==> src/rtl/uart_sched_pkg.sv <==
// Shared types and constants for the UART frame scheduler.
// Holds the FSM state enum, frame defaults and frame byte builder.
package uart_sched_pkg;

    typedef enum logic [1:0] {
        IDLE = 2'd0,
        SEND = 2'd1,
        DONE = 2'd2
    } state_t;

    typedef logic ch_t;

    localparam logic [7:0] HEADER_DEF    = 8'hA5;
    localparam int         FRAME_LEN_DEF = 4;

    // Byte idx of a frame: header, {ch, sample hi}, sample lo, xor check.
    function automatic logic [7:0] frame_byte(
        input logic [7:0]  hdr,
        input ch_t         ch,
        input logic [11:0] s,
        input logic [1:0]  idx
    );
        logic [7:0] b1;
        logic [7:0] b2;
        logic [7:0] res;
        b1 = {3'b000, ch, s[11:8]};
        b2 = s[7:0];
        unique case (idx)
            2'd0:    res = hdr;
            2'd1:    res = b1;
            2'd2:    res = b2;
            default: res = hdr ^ b1 ^ b2;
        endcase
        return res;
    endfunction

endpackage

==> src/rtl/rr_arbiter2.sv <==
// Two-channel round-robin arbiter.
// On contention the channel not granted last wins; a lone request always wins.
module rr_arbiter2
    import uart_sched_pkg::*;
(
    input  logic [1:0] req,
    input  ch_t        last,
    output logic [1:0] grant
);

    // One-hot grant from request pair and last-granted channel
    always_comb begin
        if (req == 2'b11)
            grant = last ? 2'b01 : 2'b10;
        else
            grant = req;
    end

endmodule

==> src/rtl/uart_frame_scheduler.sv <==
// Picks one pending ADC channel, frames its sample into four
// bytes and streams them to a UART transmitter with backpressure.
module uart_frame_scheduler
    import uart_sched_pkg::*;
#(
    parameter logic [7:0] HEADER    = HEADER_DEF,
    parameter int         FRAME_LEN = FRAME_LEN_DEF
)(
    input  logic        clk,
    input  logic        reset_n,
    input  logic [1:0]  req_valid,
    input  logic [11:0] req_data0,
    input  logic [11:0] req_data1,
    output logic [1:0]  req_ready,
    output logic [7:0]  tx_data,
    output logic        tx_valid,
    input  logic        tx_ready,
    output logic        busy,
    output logic [15:0] frame_count
);

    localparam logic [1:0] LAST_IDX = 2'(FRAME_LEN - 1);

    state_t      r_state;
    state_t      w_state_nxt;
    logic [1:0]  r_idx;
    logic [1:0]  w_idx_nxt;
    logic [11:0] r_sample;
    ch_t         r_ch;
    ch_t         r_last;
    logic [1:0]  r_req_ready;
    logic [1:0]  w_req_ready_nxt;
    logic        r_tx_valid;
    logic        w_tx_valid_nxt;
    logic [7:0]  r_tx_data;
    logic [7:0]  w_tx_data_nxt;
    logic        r_busy;
    logic        w_busy_nxt;
    logic [15:0] r_frame_count;
    logic [15:0] w_frame_count_nxt;
    logic [1:0]  w_grant;
    logic        w_start;
    logic        w_xfer;

    rr_arbiter2 u_arb (
        .req   (req_valid),
        .last  (r_last),
        .grant (w_grant)
    );

    assign w_start = (r_state == IDLE) && (req_valid != 2'b00);
    assign w_xfer  = (r_state == SEND) && r_tx_valid && tx_ready;

    // State register; reset aborts any frame in flight
    always_ff @(posedge clk or negedge reset_n) begin
        if (!reset_n)
            r_state <= IDLE;
        else
            r_state <= w_state_nxt;
    end

    // Next-state logic
    always_comb begin
        w_state_nxt = r_state;
        unique case (r_state)
            IDLE:    if (w_start) w_state_nxt = SEND;
            SEND:    if (w_xfer && r_idx == LAST_IDX) w_state_nxt = DONE;
            DONE:    w_state_nxt = IDLE;
            default: w_state_nxt = IDLE;
        endcase
    end

    // Next values of the registered outputs and byte index
    always_comb begin
        w_req_ready_nxt   = 2'b00;
        w_tx_valid_nxt    = r_tx_valid;
        w_tx_data_nxt     = r_tx_data;
        w_idx_nxt         = r_idx;
        w_frame_count_nxt = r_frame_count;
        w_busy_nxt        = (w_state_nxt != IDLE);
        unique case (r_state)
            IDLE: begin
                w_tx_valid_nxt = 1'b0;
                if (w_start) begin
                    w_req_ready_nxt = w_grant;
                    w_tx_valid_nxt  = 1'b1;
                    w_tx_data_nxt   = HEADER;
                    w_idx_nxt       = 2'd0;
                end
            end
            SEND: begin
                if (w_xfer) begin
                    if (r_idx == LAST_IDX) begin
                        w_tx_valid_nxt = 1'b0;
                        w_tx_data_nxt  = 8'h00;
                        w_idx_nxt      = 2'd0;
                    end else begin
                        w_idx_nxt     = r_idx + 2'd1;
                        w_tx_data_nxt = frame_byte(HEADER, r_ch,
                                                   r_sample,
                                                   r_idx + 2'd1);
                    end
                end
            end
            DONE: begin
                w_tx_valid_nxt    = 1'b0;
                w_frame_count_nxt = r_frame_count + 16'd1;
            end
            default: begin
                w_tx_valid_nxt = 1'b0;
            end
        endcase
    end

    // Output and datapath registers
    always_ff @(posedge clk or negedge reset_n) begin
        if (!reset_n) begin
            r_idx         <= 2'd0;
            r_req_ready   <= 2'b00;
            r_tx_valid    <= 1'b0;
            r_tx_data     <= 8'h00;
            r_busy        <= 1'b0;
            r_frame_count <= 16'h0000;
        end else begin
            r_idx         <= w_idx_nxt;
            r_req_ready   <= w_req_ready_nxt;
            r_tx_valid    <= w_tx_valid_nxt;
            r_tx_data     <= w_tx_data_nxt;
            r_busy        <= w_busy_nxt;
            r_frame_count <= w_frame_count_nxt;
        end
    end

    // Sample capture at grant; last grant starts at ch1 so ch0 wins first
    always_ff @(posedge clk or negedge reset_n) begin
        if (!reset_n) begin
            r_sample <= 12'h000;
            r_ch     <= 1'b0;
            r_last   <= 1'b1;
        end else if (w_start) begin
            r_sample <= w_grant[1] ? req_data1 : req_data0;
            r_ch     <= w_grant[1];
            r_last   <= w_grant[1];
        end
    end

    assign req_ready   = r_req_ready;
    assign tx_data     = r_tx_data;
    assign tx_valid    = r_tx_valid;
    assign busy        = r_busy;
    assign frame_count = r_frame_count;

endmodule

==> config.mk <==
export PLATFORM = sky130hd
export DESIGN_NAME = uart_frame_scheduler
export DESIGN_NICKNAME = d
export VERILOG_FILES = /design/src/rtl/uart_sched_pkg.sv /design/src/rtl/rr_arbiter2.sv /design/src/rtl/uart_frame_scheduler.sv
export SDC_FILE = /design/constraint.sdc
export NUM_CORES = 1
export LEC_CHECK = 0
export ABC_AREA = 1
export ABC_CLOCK_PERIOD_IN_PS = 1500
export BUFFER_PORTS_ARGS = -buffer_cell sky130_fd_sc_hd__buf_2
export CAP_MARGIN = 5
export CELL_PAD_IN_SITES_DETAIL_PLACEMENT = 1
export CELL_PAD_IN_SITES_GLOBAL_PLACEMENT = 1
export CORE_ASPECT_RATIO = 0.75
export CORE_MARGIN = 4
export CORE_UTILIZATION = 26
export CTS_BUF_LIST = sky130_fd_sc_hd__clkbuf_16
export DETAILED_ROUTE_END_ITERATION = 10
export GPL_TIMING_DRIVEN = 0
export HOLD_SLACK_MARGIN = 0.06
export PLACE_DENSITY_LB_ADDON = 0.05
export REMOVE_ABC_BUFFERS = 1
export SYNTH_ARGS = -nofsm -noshare
export SYNTH_HDL_FRONTEND = slang
export SYNTH_SLANG_ARGS = --single-unit
==> constraint.sdc <==
create_clock -name clk -period 1.5 [get_ports clk]
set_input_delay 0.075 -clock clk [delete_from_list [all_inputs] [get_ports clk]]
set_output_delay 0.075 -clock clk [all_outputs]
set_load 0.1 [all_outputs]
== Yosys cells after proc, flatten, opt, wreduce, memory -nomap -nowiden ==
Cells that the tools add are included.
Cells by class
  add/subtract/negate cells: 2
  multiply operators: 0
  div/mod/pow operators: 0
  order comparisons: 0
  equal/unequal tests: 9
  shift operators: 0
  muxes and demuxes: 21
  bitwise operators: 2
  reductions and logical operators: 11
Operators with widths (number)
  8-bit 2-to-1 mux: 3
  8-bit case mux with 3 select lines: 1
  2-bit 2-to-1 mux: 9
  16-bit by 1-bit adder with 16-bit output, second input constant: 1
  8-bit case mux with 2 select lines: 1
  12-bit 2-to-1 mux: 1
  2-bit equality test, second input constant: 4
  2-bit case mux with 2 select lines: 2
  8-bit XOR: 1
  2-bit nonzero test: 3
  2-bit by 1-bit equality test with 1-bit output, second input constant: 2
  1-bit logical AND: 4
  2-bit zero test: 2
  2-bit != test, second input constant: 2
  2-bit NOT with 4-bit output: 1
  1-bit 2-to-1 mux: 3
  3-bit AND reduction: 1
  2-bit by 1-bit adder with 2-bit output, second input constant: 1
  2-bit by 1-bit != test with 1-bit output, second input constant: 1
  1-bit case mux with 2 select lines: 1
  2-bit AND reduction: 1
Word-level totals
  register bits: 46
  bits in latches: 0
  bits in writable memories: 0
  memory bits (read-only): 0
  bits of input ports: 29
  output and inout port bits: 28
  logic and storage cells: 55
  memories kept: 0

== Logic depth before layout (Yosys ltp) ==
Gate-level depths: netlist of run 1.
  depth in word-level cells: 7
  gate-level depth with buffers: 8
  gate-level depth less buffers: 8

== Hierarchy ==
A second synthesis of run 1 with hierarchy kept.
Second synthesis, totals
  cells, all modules: 298
  area total of the unflattened synthesis: 2373.5 um^2
By module, submodules not included
  uart_frame_scheduler: instances 1, cells an instance 293, area an instance 2352.3 um^2, seq. area each 1152.4 um^2
  rr_arbiter2: instances 1, cells an instance 5, area an instance 21.3 um^2, seq. area each 0.0 um^2

== Least setup slack after synthesis of run 1 ==
No wires, ideal clock.
  kind: register -> register
  start point: reg r_frame_count[0], in the netlist frame_count[0]
  end point: reg r_frame_count[8], in the netlist frame_count[8]
  setup time: 121 ps
  arrival time: 1818 ps
  required time: 1379 ps
  slack: -439 ps
  stages on the path, launching flop included: 7
  cells stage by stage: dfrtp_1 ha_1 inv_1 nor3_4 nand2_1 xor2_1 inv_1
On the way
  word-level cells in the longest chain between the ends: 1
Ends and longest elaborated chain
  start, declared: RTL line uart_frame_scheduler.sv:39  | logic [15:0] r_frame_count;
  start signal, assigned: RTL line uart_frame_scheduler.sv:130  | r_frame_count <= w_frame_count_nxt;
  16-bit by 1-bit adder with 16-bit output: RTL line uart_frame_scheduler.sv:107  | w_frame_count_nxt = r_frame_count + 16'd1;
Every way passes these cells.
A chain may end at the register's enable or synchronous reset.

== Final worst setup path of run 1 ==
  start point: reg r_idx[0]
  end point: reg r_tx_data[2], in the netlist tx_data[2]
On the way
  word-level cells in the longest chain between the ends: 6
  elaborated cells on any way between the ends: 9
  those cells by class: add/sub: 1; eq/ne: 3; mux: 4; reduce/logical: 1
Ends and longest elaborated chain
  start, declared: RTL line uart_frame_scheduler.sv:26  | logic [1:0] r_idx;
  start signal, assigned: RTL line uart_frame_scheduler.sv:125  | r_idx <= w_idx_nxt;
  2-bit by 1-bit adder with 2-bit output: RTL line uart_frame_scheduler.sv:101  | r_idx + 2'd1);
  2-bit equality test, or another cell as far along: RTL line uart_sched_pkg.sv:28  | unique case (idx)
  8-bit case mux with 3 select lines: RTL line uart_sched_pkg.sv:28
  8-bit 2-to-1 mux *: RTL line uart_frame_scheduler.sv:93  | if (r_idx == LAST_IDX) begin
  8-bit 2-to-1 mux *: RTL line uart_frame_scheduler.sv:92  | if (w_xfer) begin
  8-bit case mux with 2 select lines *: RTL line uart_frame_scheduler.sv:81  | unique case (r_state)
  end signal, assigned: RTL line uart_frame_scheduler.sv:128  | r_tx_data <= w_tx_data_nxt;
  end, declared: RTL line uart_frame_scheduler.sv:35  | logic [7:0] r_tx_data;
Mark *: on every way between the ends. The rest lies on a longest branch, timed or not. The select of a mux whose other input is x is not followed.

==> results of run 1 <==
## metal layers
metal  routed length, um  part of all wire  vias up
met3                 254             0.039        2
met4                  31            0.0048        0
met1                3425              0.53      974
met2                2761              0.43       32
li1                    -                 -     1037
met5                   0                 0        -
## critical path, delay by kind of cell (launching register included)
| family | cells | cell delay (ns) |
|---|---|---|
| compound gates | 3 | 0.29 |
| fa+ha+maj | 1 | 0.20 |
| buf+inv | 2 | 0.24 |
| flops | 1 | 0.47 |
| simple gates | 1 | 0.08 |
## power breakdown
group,total (mW),leakage (nW),internal [mW],switching [mW]
sequential,1.90,0.584,1.62,0.282
combinational,2.69,0.883,0.725,1.96
clock,1.08,0.0750,0.612,0.469
total,5.67,1.54,2.95,2.71
## cell families after synthesis
kind of cell | Yosys count | share of synthesized area
compound gates | 53 | 0.1270
fa+ha+maj | 6 | 0.03270
flops | 46 | 0.5019
xor+xnor | 11 | 0.04196
simple gates | 117 | 0.2196
buf+inv | 44 | 0.07684
## cell type report
class                   instances  area (sq um)
clock buffers                   5         125.1
clock inverters                 3         17.52
fillers                      1016          5489
inverters                      39         152.6
multi-input cells             187          1022
flip-flops and latches         46          1155
well taps                     108         135.1
repair buffers                 70         422.9
repair inverters                1         7.507
## placed cells by master (no fill, tap or decap), types with 8 or more instances in the layout
cell and n:
buf_4 8, buf_2 55, dfrtp_1 43, nor2_1 30, nand2_1 53, o22ai_1 8, nand3_1 22, a21oi_1 8
o21ai_0 27, inv_1 35
## worst max-delay path by stage
stage	endpoint	slack, ns	cells after the start
global route	tx_data[4]	-0.008	7
finish	tx_data[2]	0.10	7
global placement	r_sample[4]	-0.18	5
detailed placement	r_sample[4]	-0.17	5
CTS	tx_data[1]	0.03	8
floorplan	frame_count[8]	-0.44	6
## repair_timing
action	4_1_cts	5_1_grt
setup buffers	6	4
hold endpoints to repair	48	0
setup endpoints to repair	19	15
gates cloned	1	0
gates resized for setup	5	15
pin swaps	0	3
hold buffers	4	0
## flip-flops by register name, indices dropped and copies added, names as in the netlist
name	flops
busy	1
r_sample	12
tx_valid	1
r_idx	2
r_ch	1
frame_count	16
req_ready	2
r_last	1
tx_data	8
r_state	2
## stage by stage
stage                     setup slack (ns)  hold WS [ns]  power (mW)  setup TNS, ns  instances
after global placement             -0.1781        0.3427       4.356         -1.265        436
after floorplan                    -0.4391       -0.2206       3.786         -7.096        272
after global routing             -0.008198       0.07862       6.109       -0.01428        459
final                               0.1036       0.05813       5.665              0        459
after detailed placement           -0.1748        0.3411       4.380         -1.521        436
after CTS                          0.02647       0.06045       5.638              0        455
==> results.yml, run 1 <==
detailed_routing:
  ant_nets: 0
  route.vias.total: 2045
  wl_per_cell_um: 14.10
  drc: 0
  first_pass_iters: 4
  vias_per_cell: 4.455
  routed_wl_um: 6474
  drt_iter0_drc: 36
cts:
  cts_buffers: 5
  h-tree-depth: 2
  clockBufferDepth: 2
  cts_tree: "built"
  path_clk_slew_ns: 0.07
  worstSkewPairLatency_ns: 0.28
  root_buffer: "clkbuf_16"
  clock-sinks: 46
critical_path:
  required_ns: 1.66
  cpPeakStageDelay_ns: 0.47
  critPathArrivalTime_ns: 1.56
  crit_slowest_cell: "dfrtp_2"
  crit_top_cell: "a21oi_1"
  r2r_cells: 7
  r2r_start: "r_idx[0]"
  cp_cell_sequence: "inv_2, ha_4, inv_1, a21oi_1, o21ai_0, nand3_1, a21oi_1"
  critPathKind: "register to register"
  r2r_slack_ns: 0.10
  start_kind: "register"
  worstSetupStartpoint: "r_idx[0]"
  end_kind: "register"
  r2r-end: "tx_data[2]"
  path_max_fanout: 8
global_route:
  grt_pass1_vias: 2144
  grt_pass1_wl_um: 10740
  overflow: 0
  use_met3: 0.02842
  grt_util_met1: 0.1943
  top_usage_layer: "met2"
  grt_usage: 0.1334
  grt_antenna_before_repair: 0
  grt_max_degree: 47
  met2_usage: 0.2040
min_path:
  whs_endpoint: "r_sample[11]"
  hold_path_startpoint: "req_data1[11]"
  hold_depth: 3
  hold_class: "input pin to register"
timing:
  tightest_slew_ns: 0.6698
  max-slew-margin-rel: 0.5535
  fin_worst_skew_ns: 0.006114
  fmax_mhz: 716.1
  setup_viol: 0
  period_share: 0.9310
  slew_viol_final: 0
  timing.final.hold_violations: 0
  grt_setup_unrepaired: "true"
  layout_min_cycle_time_ns: 1.396
layout:
  drive_gt1_frac: 0.2735
  area_growth_pct: 32.32
  final_util: 0.3563
  diodes: 0
  nets: 385
  post-route-cell-area_sq_mm: 0.003038
synthesis:
  seq_area_frac_synth: 0.5019
  synth_top_cell_by_area: "dfrtp_1"
  synth_top_area_frac: 0.4905
  synth-edff-count: 0
  ys_top_cells_by_area: "dfrtp_1 49%, nand2_1 8.8%, o21ai_0 6.3%"
  synth_flop_cell: "dfrtp_1"
  syn_avg_cell_area_sq_um: 8.289
  yosysMostFrequentCell: "nand2_1"
  netlist_top_cells_count: "54 x nand2_1, 45 x dfrtp_1, 35 x inv_1"
  async_flop_share: 1.000
  syn_area_sq_mm: 0.002296
  ys_ff_latch: 46
  syn_inst: 277
  yosys_warnings: 0
  ys_types: 25
floorplanning:
  core_region_area_sq_mm: 0.008527
  die_h_um: 89.38
  die_area_sq_mm: 0.01041
  die_w_um: 116.5
  start_util: 0.2693
  row_count: 29
  num_io_pins: 57
flow_run:
  cap_violations: 0
pwr:
  vdd_drop_max_mv: 1.388
  p_per_area_mw_per_mm2: 1865
  p_leak_nw: 1.541
placement:
  gp_congestion: 0.7340
  hpwl_um: 4589
  placed_cell_area_sq_mm: 0.002684
  io_buffers: 56
run_status:
  status: "finished, final reports clean"
No activity file was read; power rests on OpenSTA's default activity.
==> run 2, diff against run 1 <==
Settings changed: ABC_CLOCK_PERIOD_IN_PS 1500 to 1400.
Clock period 1.5 ns to 1.4 ns, I/O delays scaled along.
==> results.yml, run 2 (same netlist as run 1, synthesis figures left out) <==
floorplanning:
  start_util: 0.2693
  die_area_sq_mm: 0.01041
  die_h_um: 89.38
  die_w_um: 116.5
  core_region_area_sq_mm: 0.008527
  row_count: 29
  num_io_pins: 57
detailed_routing:
  dr_wl_met3_um: 276
  route.vias.total: 2070
  vias_per_cell: 4.414
  routed.top_layer: "met4"
  drt_iter0_drc: 32
  ant_nets: 0
  routed_wl_um: 6586
  met1_length_um: 3415
  routed-wl-met2_um: 2858
  wl_per_cell_um: 14.04
  drc: 0
  first_pass_iters: 4
placement:
  placed_cell_area_sq_mm: 0.002684
  io_buffers: 56
  dp_slack_ns: -0.2748
  hpwl_um: 4589
  gp_congestion: 0.7340
timing:
  layout_min_cycle_time_ns: 1.331
  slew_viol_final: 0
  grt_setup_unrepaired: "true"
  max-slew-margin-rel: 0.2804
  period_share: 0.9510
  setup_slack_ns: 0.06861
  timing.final.hold_violations: 20
  fin_worst_skew_ns: 0.005385
  setup_viol: 0
  fmax_mhz: 751.1
  tightest_slew_ns: 1.079
  timing.hold.ws_ns: -0.008594
cts:
  path_clk_slew_ns: 0.07
  clock-sinks: 46
  root_buffer: "clkbuf_16"
  cts_tree: "built"
  clockBufferDepth: 2
  h-tree-depth: 2
  cts_buffers: 5
  worstSkewPairLatency_ns: 0.28
critical_path:
  required_ns: 1.61
  r2r_slack_ns: 0.07
  critPathArrivalTime_ns: 1.54
  path_max_fanout: 10
  start_kind: "register"
  end_kind: "register"
  critPathKind: "register to register"
pwr:
  p_leak_nw: 1.581
  p_per_area_mw_per_mm2: 1958
  vdd_drop_max_mv: 1.504
layout:
  mostFrequentLayoutCell: "buf_2"
  post-route-cell-area_sq_mm: 0.003128
  fillCellCount: 1016
  nets: 395
  largest_reg_flops: 16
  final_cell_mix: "56 x buf_2, 52 x nand2_1, 43 x dfrtp_1"
  drive_gt1_frac: 0.3075
  area_growth_pct: 36.24
  diodes: 0
global_route:
  grt_usage: 0.1365
  grt_pass1_vias: 2188
  grt_max_degree: 47
  grt_antenna_before_repair: 0
  grt_pass1_wl_um: 10980
  overflow: 0
min_path:
  hold_class: "input pin to asynchronous set/reset pin"
flow_run:
  cap_violations: 0
run_status:
  failed_checks: "hold timing"
  status: "finished with violations"
[run 2: changes by cell type in the layout (fill, tap and decap cells not counted), sizes merged]
cell / previous run / this run
clkbuf: 6 / 5
buf: 65 / 72
dlygate4sd3: 4 / 8
clkinv: 3 / 2
inv: 39 / 40
[run 2: worst max-delay path, cell delays in order, from the launching register on]
cell and delay, ns:
dfrtp_1 0.43, nor2_2 0.19, o21ai_4 0.15, clkinvlp_4 0.10, buf_4 0.19, o21ai_1 0.08
o21ai_1 0.11
[run 2: per-stage QoR]
| stage | hold slack [ns] | setup TNS (ns) | util | instances | total power, mW |
|---|---|---|---|---|---|
| after floorplan | -0.2256 | -9.996 | - | 272 | 4.057 |
| after global placement | 0.3377 | -3.280 | 0.3147 | 436 | 4.667 |
| after detailed placement | 0.3361 | -3.578 | 0.3147 | 436 | 4.693 |
| after CTS | 0.03856 | 0 | 0.3550 | 462 | 6.107 |
| after global routing | 0.08085 | -0.1838 | 0.3668 | 469 | 6.604 |
| final | -0.008594 | 0 | 0.3668 | 469 | 6.124 |
[run 2: worst paths after layout]
check                             startpoint      endpoint  cells after the start
max in group asynchronous            reset_n      r_idx[1]                      1
min in group clk                req_data1[7]   r_sample[7]                      3
worst max-delay path              r_state[1]  r_sample[10]                      6
worst min-delay path                 reset_n    tx_data[3]                      1
worst min register to register        r_last        r_last                      2
worst max register to register    r_state[1]  r_sample[10]                      6
[run 2: area by class of cell]
class | count | area, sq um | area share
Tap cell | 108 | 135.1 | 0.04320
Clock inverter | 3 | 17.52 | 0.005600
Timing Repair Buffer | 80 | 484.2 | 0.1548
Inverter | 39 | 153.9 | 0.04920
Sequential cell | 46 | 1155 | 0.3692
Timing Repair inverter | 1 | 7.507 | 0.002400
Clock buffer | 5 | 125.1 | 0.04000
Multi-Input combinational cell | 187 | 1050 | 0.3356
[run 2: layer usage]
metal / vias to the layer above / global-route usage
li1: 1055 / -
met1: 979 / 0.1993
met2: 34 / 0.2092
met3: 2 / 0.02842
met4: 0 / 0.02845
met5: - / 0
[run 2: power by group]
group | switching (mW) | internal, mW | total, mW
Combinational | 2.12 | 0.816 | 2.94
Clock | 0.500 | 0.655 | 1.16
Sequential | 0.297 | 1.73 | 2.03
Total | 2.92 | 3.20 | 6.12
[run 2: what timing repair did]
| item | 4_1_cts | 5_1_grt |
|---|---|---|
| cloned | 1 | 0 |
| setup endpoints to repair | 27 | 20 |
| setup buffers | 9 | 7 |
| endpoints found under the hold margin | 52 | 0 |
| gates resized for setup | 13 | 20 |
| pin swaps | 3 | 5 |
| hold buffers | 8 | 0 |
==> run 3, diff against run 2 <==
Settings changed: PLACE_DENSITY_LB_ADDON 0.05 to 0.1.
==> results.yml, run 3 (same netlist as run 1, synthesis figures left out) <==
timing:
  period_share: 0.9386
  setup_slack_ns: 0.08602
  timing.final.hold_violations: 26
  finalSetupTns_ns: 0
  tightest_slew_ns: 1.105
  layout_min_cycle_time_ns: 1.314
  setup_viol: 0
  slew_viol_final: 0
  fmax_mhz: 761.0
  timing.hold.ws_ns: -0.008899
  max-slew-margin-rel: 0.2634
  fin_worst_skew_ns: 0.004936
  grt_setup_unrepaired: "true"
cts:
  clockBufferDepth: 2
  cts_tree: "built"
  h-tree-depth: 2
  worstSkewPairLatency_ns: 0.29
  root_buffer: "clkbuf_16"
  cts_buffers: 5
  clock-sinks: 46
  path_clk_slew_ns: 0.07
detailed_routing:
  vias_per_cell: 4.472
  first_pass_iters: 4
  drt_iter0_drc: 90
  wl_per_cell_um: 14.30
  route.vias.total: 2102
  drc: 0
  routed_wl_um: 6720
  ant_nets: 0
floorplanning:
  die_h_um: 89.38
  core_region_area_sq_mm: 0.008527
  start_util: 0.2693
  die_w_um: 116.5
  num_io_pins: 57
  row_count: 29
  die_area_sq_mm: 0.01041
critical_path:
  critPathArrivalTime_ns: 1.50
  path_max_fanout: 7
  end_kind: "register"
  cpPeakStageDelay_ns: 0.40
  required_ns: 1.59
  critPathKind: "register to register"
  cp_cell_sequence: "ha_2, inv_2, nor3_4, nand2_1, xor2_1, inv_1"
  r2r_slack_ns: 0.09
  crit_slowest_cell: "dfrtp_1"
  start_kind: "register"
run_status:
  status: "finished with violations"
  failed_checks: "hold timing"
layout:
  drive_gt1_frac: 0.3094
  diodes: 0
  final_cell_mix: "56 x buf_2, 52 x nand2_1, 42 x dfrtp_1"
  nets: 396
  mostFrequentLayoutCell: "buf_2"
  largest_reg_flops: 16
  area_growth_pct: 37.98
placement:
  io_buffers: 56
  hpwl_um: 4584
  dp_slack_ns: -0.2530
  gp_congestion: 0.7474
pwr:
  vdd_drop_max_mv: 1.247
  p_leak_nw: 1.594
  p_per_area_mw_per_mm2: 2034
global_route:
  grt_usage: 0.1392
  grt_pass1_wl_um: 10950
  grt_pass1_vias: 2091
  grt_max_degree: 47
  grt_antenna_before_repair: 0
  overflow: 0
min_path:
  hold_class: "input pin to asynchronous set/reset pin"
flow_run:
  cap_violations: 0
run 3: metrics by stage:
stage,utilization,cell area (sq um),instances,total power [mW]
finish,0.3715,3168,470,6.445
detailed placement,0.3147,2684,436,4.700
CTS,0.3555,3032,460,6.259
floorplan,-,2268,272,4.057
global placement,0.3147,2684,436,4.650
global route,0.3715,3168,470,6.897
run 3: cell type report:
type | instances | area (sq um)
clock buffers | 5 | 125.1
clock inverters | 3 | 37.54
fillers | 1030 | 5359
inverters | 39 | 153.9
multi-input cells | 187 | 1062
flip-flops and latches | 46 | 1156
well taps | 108 | 135.1
repair buffers | 81 | 490.5
repair inverters | 1 | 7.507
run 3: power by group:
group / internal (mW) / total, mW / switching [mW]
logic: 0.872 / 3.03 / 2.16
clock network: 0.831 / 1.36 / 0.531
registers: 1.73 / 2.05 / 0.320
total: 3.44 / 6.45 / 3.01
run 3: routing by layer:
metal  track usage  part of all wire  vias up
li1              -                 -     1060
met1        0.2066              0.51     1005
met2        0.1890              0.42       30
met3       0.04330             0.055        7
met4       0.04636             0.013        0
met5             0                 0        -
run 3: worst paths after layout:
check / startpoint / cells past startpoint / endpoint
min: reset_n / 1 / frame_count[9]
max reg2reg: frame_count[0] / 6 / frame_count[8]
min reg2reg: r_sample[6] / 2 / r_sample[6]
max in group asynchronous: reset_n / 1 / r_idx[1]
min in group clk: req_data1[2] / 3 / r_sample[2]
max: frame_count[0] / 6 / frame_count[8]
run 3: repair_timing:
item | in CTS | in global routing
hold buffers | 9 | 0
setup endpoints to repair | 25 | 19
buffers inserted | 6 | 10
hold endpoints to repair | 54 | 0
resized for setup | 12 | 23
pin swaps | 2 | 2
gates cloned | 1 | 0
run 3: critical path: cells and delay by family, from the launching register on:
family	cells	cell delay [ns]
DFF	1	0.40
buffers and inverters	2	0.10
adders and majority gates	1	0.19
xor gates and xnor gates	1	0.14
and+or+nand+nor	2	0.39
